File: src/rtl/regalu_sequencer.sv
// Sequences the register-read / ALU-latch / write-back phases of the register-array ALU
// datapath from a stream of RV32I R-type instructions.
module regalu_sequencer #(
    parameter int PHASE_LEN = 1,
    parameter int CNT_W     = 16
) (
    input  logic             clk,
    input  logic             rst,
    input  logic             instr_valid,
    input  logic [31:0]      instr,
    output logic             instr_ready,
    output logic [4:0]       R_Addr_A,
    output logic [4:0]       R_Addr_B,
    output logic [4:0]       W_Addr,
    output logic [3:0]       ALU_OP,
    output logic             Reg_Write,
    output logic             clk_RR,
    output logic             clk_F,
    output logic             clk_WB,
    output logic             busy,
    output logic             illegal,
    output logic [CNT_W-1:0] retired_cnt
);

    typedef enum logic [1:0] {
        ST_IDLE = 2'd0,
        ST_RR   = 2'd1,
        ST_EX   = 2'd2,
        ST_WB   = 2'd3
    } state_t;

    localparam logic [3:0] PH_LAST = 4'(PHASE_LEN - 1);

    // Only OP-format words with an ALU-defined funct7/funct3 pairing are executed.
    function automatic logic is_legal_rtype(input logic [31:0] word);
        logic [6:0] opcode;
        logic [6:0] funct7;
        logic [2:0] funct3;
        logic       ok;
        opcode = word[6:0];
        funct7 = word[31:25];
        funct3 = word[14:12];
        if (opcode != 7'b0110011) begin
            ok = 1'b0;
        end else if (funct7 == 7'b0000000) begin
            ok = 1'b1;
        end else if (funct7 == 7'b0100000) begin
            ok = (funct3 == 3'b000) || (funct3 == 3'b101);
        end else begin
            ok = 1'b0;
        end
        return ok;
    endfunction

    state_t           state_q,     state_d;
    logic [3:0]       phase_q,     phase_d;
    logic             ready_q,     ready_d;
    logic [4:0]       addr_a_q,    addr_a_d;
    logic [4:0]       addr_b_q,    addr_b_d;
    logic [4:0]       addr_w_q,    addr_w_d;
    logic [3:0]       alu_op_q,    alu_op_d;
    logic             reg_write_q, reg_write_d;
    logic             clk_rr_q,    clk_rr_d;
    logic             clk_f_q,     clk_f_d;
    logic             clk_wb_q,    clk_wb_d;
    logic             busy_q,      busy_d;
    logic             illegal_q,   illegal_d;
    logic [CNT_W-1:0] retired_q,   retired_d;
    logic             phase_last_s;

    // Next-state and next-output computation; every output is the registered image of the state it enters.
    always_comb begin
        state_d      = state_q;
        phase_d      = phase_q;
        ready_d      = ready_q;
        addr_a_d     = addr_a_q;
        addr_b_d     = addr_b_q;
        addr_w_d     = addr_w_q;
        alu_op_d     = alu_op_q;
        reg_write_d  = reg_write_q;
        clk_rr_d     = clk_rr_q;
        clk_f_d      = clk_f_q;
        clk_wb_d     = clk_wb_q;
        busy_d       = busy_q;
        illegal_d    = 1'b0;
        retired_d    = retired_q;
        phase_last_s = (phase_q == PH_LAST);

        case (state_q)
            ST_IDLE: begin
                if (instr_valid) begin
                    if (is_legal_rtype(instr)) begin
                        state_d  = ST_RR;
                        phase_d  = 4'd0;
                        ready_d  = 1'b0;
                        busy_d   = 1'b1;
                        clk_rr_d = 1'b1;
                        addr_a_d = instr[19:15];
                        addr_b_d = instr[24:20];
                        addr_w_d = instr[11:7];
                        alu_op_d = {instr[30], instr[14:12]};
                    end else begin
                        illegal_d = 1'b1;
                    end
                end else begin
                    illegal_d = 1'b0;
                end
            end
            ST_RR: begin
                if (phase_last_s) begin
                    state_d  = ST_EX;
                    phase_d  = 4'd0;
                    clk_rr_d = 1'b0;
                    clk_f_d  = 1'b1;
                end else begin
                    phase_d = phase_q + 4'd1;
                end
            end
            ST_EX: begin
                if (phase_last_s) begin
                    state_d     = ST_WB;
                    phase_d     = 4'd0;
                    clk_f_d     = 1'b0;
                    clk_wb_d    = 1'b1;
                    reg_write_d = (addr_w_q != 5'd0);
                end else begin
                    phase_d = phase_q + 4'd1;
                end
            end
            ST_WB: begin
                if (phase_last_s) begin
                    state_d     = ST_IDLE;
                    phase_d     = 4'd0;
                    clk_wb_d    = 1'b0;
                    reg_write_d = 1'b0;
                    ready_d     = 1'b1;
                    busy_d      = 1'b0;
                    retired_d   = retired_q + CNT_W'(1);
                end else begin
                    phase_d = phase_q + 4'd1;
                end
            end
            default: begin
                state_d     = ST_IDLE;
                phase_d     = 4'd0;
                ready_d     = 1'b1;
                busy_d      = 1'b0;
                clk_rr_d    = 1'b0;
                clk_f_d     = 1'b0;
                clk_wb_d    = 1'b0;
                reg_write_d = 1'b0;
            end
        endcase
    end

    // State and output registers; reset discards any in-flight instruction.
    always_ff @(posedge clk) begin
        if (rst) begin
            state_q     <= ST_IDLE;
            phase_q     <= 4'd0;
            ready_q     <= 1'b1;
            addr_a_q    <= 5'd0;
            addr_b_q    <= 5'd0;
            addr_w_q    <= 5'd0;
            alu_op_q    <= 4'd0;
            reg_write_q <= 1'b0;
            clk_rr_q    <= 1'b0;
            clk_f_q     <= 1'b0;
            clk_wb_q    <= 1'b0;
            busy_q      <= 1'b0;
            illegal_q   <= 1'b0;
            retired_q   <= '0;
        end else begin
            state_q     <= state_d;
            phase_q     <= phase_d;
            ready_q     <= ready_d;
            addr_a_q    <= addr_a_d;
            addr_b_q    <= addr_b_d;
            addr_w_q    <= addr_w_d;
            alu_op_q    <= alu_op_d;
            reg_write_q <= reg_write_d;
            clk_rr_q    <= clk_rr_d;
            clk_f_q     <= clk_f_d;
            clk_wb_q    <= clk_wb_d;
            busy_q      <= busy_d;
            illegal_q   <= illegal_d;
            retired_q   <= retired_d;
        end
    end

    assign instr_ready = ready_q;
    assign R_Addr_A    = addr_a_q;
    assign R_Addr_B    = addr_b_q;
    assign W_Addr      = addr_w_q;
    assign ALU_OP      = alu_op_q;
    assign Reg_Write   = reg_write_q;
    assign clk_RR      = clk_rr_q;
    assign clk_F       = clk_f_q;
    assign clk_WB      = clk_wb_q;
    assign busy        = busy_q;
    assign illegal     = illegal_q;
    assign retired_cnt = retired_q;

endmodule

File: config.mk
export PLATFORM = sky130hd
export DESIGN_NAME = regalu_sequencer
export DESIGN_NICKNAME = d
export VERILOG_FILES = /design/src/rtl/regalu_sequencer.sv
export SDC_FILE = /design/constraint.sdc
export NUM_CORES = 1
export LEC_CHECK = 0
export BUFFER_PORTS_ARGS = -buffer_cell sky130_fd_sc_hd__buf_2
export CAP_MARGIN = 20
export CORE_MARGIN = 5
export CORE_UTILIZATION = 40
export DETAILED_ROUTE_END_ITERATION = 10
export MAX_ROUTING_LAYER = met4
export PLACE_DENSITY = 0.75
export SETUP_SLACK_MARGIN = 0.1
export SLEW_MARGIN = 10
export SYNTH_ARGS = -nofsm -noshare
export SYNTH_HDL_FRONTEND = slang
export SYNTH_SLANG_ARGS = --single-unit
File: constraint.sdc
create_clock -name clk -period 3.3 [get_ports clk]
set_input_delay 0.165 -clock clk [delete_from_list [all_inputs] [get_ports clk]]
set_output_delay 0.165 -clock clk [all_outputs]
set_load 0.03 [all_outputs]
==> metrics.txt <==
# TYPE chip_impl_metric gauge
chip_impl_metric{name="maximum_number_of_pins_on_one_net_before_global_route_repair",unit=""} 52
chip_impl_metric{name="setup_violations",unit=""} 0
chip_impl_metric{name="timing.setup.tns",unit="ns"} 0
chip_impl_metric{name="total_power_divided_by_cell_area",unit="nW/um2"} 434
chip_impl_metric{name="final.min_clock_period",unit="ns"} 2.05
chip_impl_metric{name="worst_ep_arrival_time",unit="ns"} 2.28
chip_impl_metric{name="number_of_flops_mapped_to_enable_cells_by_yosys",unit=""} 0
chip_impl_metric{name="globalRouteOverflowTotal",unit=""} 0
chip_impl_metric{name="postCtsHoldBufs",unit=""} 0
chip_impl_info{name="crit_path_end_kind",value="flip-flop"} 1
chip_impl_metric{name="clock_insertion_delay_worst_skew",unit="ns"} 0.30
chip_impl_metric{name="timing.final.crit_share",unit=""} 0.623
chip_impl_metric{name="cts_buffer_depth",unit=""} 2
chip_impl_metric{name="layout-area-overhead-vs-synth",unit="%"} 23.1
chip_impl_metric{name="postRouteWirelength",unit="um"} 4950
chip_impl_metric{name="placed_cells",unit=""} 389
chip_impl_metric{name="synth_cell_types",unit=""} 51
chip_impl_metric{name="num_vias",unit=""} 1996
chip_impl_metric{name="yosysWarningCount",unit=""} 0
chip_impl_metric{name="numClockSinks",unit=""} 48
chip_impl_info{name="hold_class",value="input pin to flip-flop"} 1
chip_impl_metric{name="worst_slew_margin_rel",unit=""} 0.380
chip_impl_metric{name="timing.max_cap.violations",unit=""} 0
chip_impl_metric{name="cts_htree_levels",unit=""} 2
chip_impl_metric{name="die_height",unit="um"} 84.3
chip_impl_metric{name="syn_avg_cell_area",unit="um2"} 8.79
chip_impl_metric{name="wire_per_inst",unit="um"} 12.5
chip_impl_metric{name="cts_inserted_buffers",unit=""} 5
chip_impl_metric{name="slew_violations",unit=""} 0
chip_impl_metric{name="finalHoldViolations",unit=""} 0
chip_impl_metric{name="drt_iter0_drc",unit=""} 52
chip_impl_metric{name="grt_util_all_layers",unit=""} 0.145
chip_impl_metric{name="max_slew.worst_pin.slew",unit="ns"} 0.930
chip_impl_metric{name="syn-instance-count",unit=""} 251
chip_impl_metric{name="dpl.hpwl",unit="um"} 3720
chip_impl_metric{name="stdcell_count",unit=""} 396
chip_impl_metric{name="crit_required",unit="ns"} 3.52
chip_impl_metric{name="grt_pass1_vias",unit=""} 1981
chip_impl_metric{name="area_of_the_core",unit="um2"} 5440
chip_impl_info{name="setup_repair_after_global_routing_missed_its_margin",value="false"} 1
chip_impl_metric{name="synth_async_sr_flop_share",unit=""} 0
chip_impl_metric{name="post_cts_resized",unit=""} 0
chip_impl_metric{name="irDropWorstVdd",unit="mV"} 0.257
chip_impl_info{name="run_status",value="finished clean"} 1
chip_impl_metric{name="detail_route.first_pass.iterations",unit=""} 4
chip_impl_metric{name="skew",unit="ns"} 0.00294
chip_impl_metric{name="critical_path.max_fanout",unit=""} 9
chip_impl_metric{name="antenna_left",unit=""} 0
chip_impl_metric{name="routabilityCongestion",unit=""} 0.781
chip_impl_metric{name="synth_top_area_share",unit=""} 0.436
chip_impl_metric{name="initial_utilization",unit=""} 0.406
chip_impl_info{name="synth_top_cells_by_area",value="dfxtp_1 (44%), nand2_1 (8.3%), a21oi_1 (5.2%), ha_1 (4.5%), nor2_1 (3.1%)"} 1
chip_impl_metric{name="die-area",unit="um2"} 7100
chip_impl_info{name="synth_top_area_cell",value="dfxtp_1"} 1
chip_impl_metric{name="power_leakage",unit="nW"} 1.12
chip_impl_metric{name="drcViolationCount",unit=""} 0
chip_impl_metric{name="synth_sequential_area_ratio",unit=""} 0.436
chip_impl_info{name="ys_dominant_reg_cell",value="dfxtp_1"} 1
chip_impl_metric{name="postSynthNetCount",unit=""} 294
chip_impl_metric{name="placement.io_buffers",unit=""} 76
chip_impl_metric{name="layout-drive-gt1-share",unit=""} 0.302
chip_impl_metric{name="post_drt_via_cell_ratio",unit=""} 5.04
chip_impl_metric{name="initial_antenna_violation_count",unit=""} 0
chip_impl_metric{name="placementRows",unit=""} 27
chip_impl_metric{name="antenna_cells_inserted",unit=""} 0
chip_impl_metric{name="fmax",unit="MHz"} 487
chip_impl_info{name="timing_worst_setup_path_type",value="flip-flop to flip-flop"} 1
chip_impl_info{name="tritoncts",value="yes"} 1
chip_impl_info{name="ctsRootBufferMaster",value="clkbuf_8"} 1
chip_impl_metric{name="layout.filler_cells",unit=""} 529
chip_impl_metric{name="clkTransAtPathRegs",unit="ns"} 0.08
chip_impl_info{name="synthMostInstantiatedCell",value="nand2_1"} 1
chip_impl_metric{name="grt_pass1_wl",unit="um"} 8460
chip_impl_metric{name="die-width",unit="um"} 84.3
chip_impl_info{name="cp-start-kind",value="flip-flop"} 1
chip_impl_metric{name="cts.repair_timing.setup_buffer_count",unit=""} 0
chip_impl_info{name="synth_top_cells_by_count",value="nand2_1 (49), dfxtp_1 (48), a21oi_1 (23)"} 1
chip_impl_metric{name="design.final.nets",unit=""} 367
chip_impl_metric{name="boundaryPins",unit=""} 77
chip_impl_metric{name="synthesis.area",unit="um2"} 2210
chip_impl_metric{name="ys_seq_elements",unit=""} 48
[cells in the final DEF, fill, tap and decap left out, drive strengths merged, types with 2 or more instances in the layout]
cell | Yosys | routed
a21oi | 29 | 29
and3 | 2 | 2
nor3 | 7 | 7
or4b | 2 | 2
inv | 5 | 5
or3 | 4 | 4
clkbuf | 4 | 7
nor3b | 2 | 2
nor2 | 19 | 19
nand4 | 9 | 9
or2 | 2 | 2
o21ai | 7 | 7
mux2i | 3 | 3
xnor2 | 6 | 6
nand2 | 50 | 50
dfxtp | 48 | 48
nor4 | 5 | 5
nand3 | 7 | 7
xor2 | 6 | 6
ha | 8 | 8
buf | 6 | 76
[worst max-delay path, stage by stage, from the launching register on]
cell and delay [ns]:
dfxtp_1 0.40, ha_1 0.33, and4bb_1 0.45, nand4_1 0.29, or3_1 0.38, a21oi_1 0.14
[sequential cells by signal, indices dropped and copies added, names as in the netlist]
name,flops
ALU_OP,4
R_Addr_A,5
R_Addr_B,5
Reg_Write,1
W_Addr,5
busy,1
clk_F,1
clk_RR,1
clk_WB,1
illegal,1
instr_ready,1
phase_q,4
retired_cnt,16
state_q,2
[cell families after synthesis]
| group | count (synthesis) | share of synthesized area |
|---|---|---|
| and+or+nand+nor | 118 | 0.292 |
| DFF | 48 | 0.436 |
| AOI/OAI and AO/OA | 47 | 0.132 |
| buffers and inverters | 15 | 0.0340 |
| xor gates and xnor gates | 12 | 0.0476 |
| adders and majority gates | 8 | 0.0454 |
| muxes | 3 | 0.0136 |
[through the flow]
step | power, W | instance area [um2] | util | worst slack (ns) | hold WS [ns]
floorplan | 0.000758 | 2210 | - | 1.55 | 0.305
global placement | 0.000812 | 2620 | 0.482 | 1.28 | 0.410
detailed placement | 0.000818 | 2620 | 0.482 | 1.27 | 0.417
CTS | 0.00119 | 2720 | 0.499 | 1.24 | 0.0916
global route | 0.00124 | 2720 | 0.499 | 1.06 | 0.0989
finish | 0.00118 | 2720 | 0.499 | 1.25 | 0.103
[worst paths after layout]
check                                 start              to  slack, ns  cells after the start
worst max-delay path             state_q[0]  retired_cnt[9]       1.25                      5
worst min-delay path              instr[18]     R_Addr_A[3]       0.10                      3
worst max register to register   state_q[0]  retired_cnt[9]       1.25                      5
worst min register to register  R_Addr_A[4]     R_Addr_A[4]       0.45                      2
[power by group]
| part | switching [W] | internal (W) |
|---|---|---|
| clock | 0.000187 | 0.000187 |
| sequential | 0.0000140 | 0.000595 |
| combinational | 0.000123 | 0.0000732 |
[layer usage]
layer,vias up,track usage,share of wire
met3,10,0.0412,0.057
met1,913,0.160,0.44
met2,50,0.251,0.49
met5,-,-,0
li1,1023,-,-
met4,0,0.0482,0.015
[final cells by class]
class	count	area [um2]	share of cell area
clock buffers	7	96.3	0.0355
flip-flops and latches	48	961	0.354
well taps	72	90.1	0.0332
repair buffers	76	380	0.140
inverters	5	18.8	0.00691
multi-input cells	188	1170	0.431
Power figures use the tool's default switching activity.
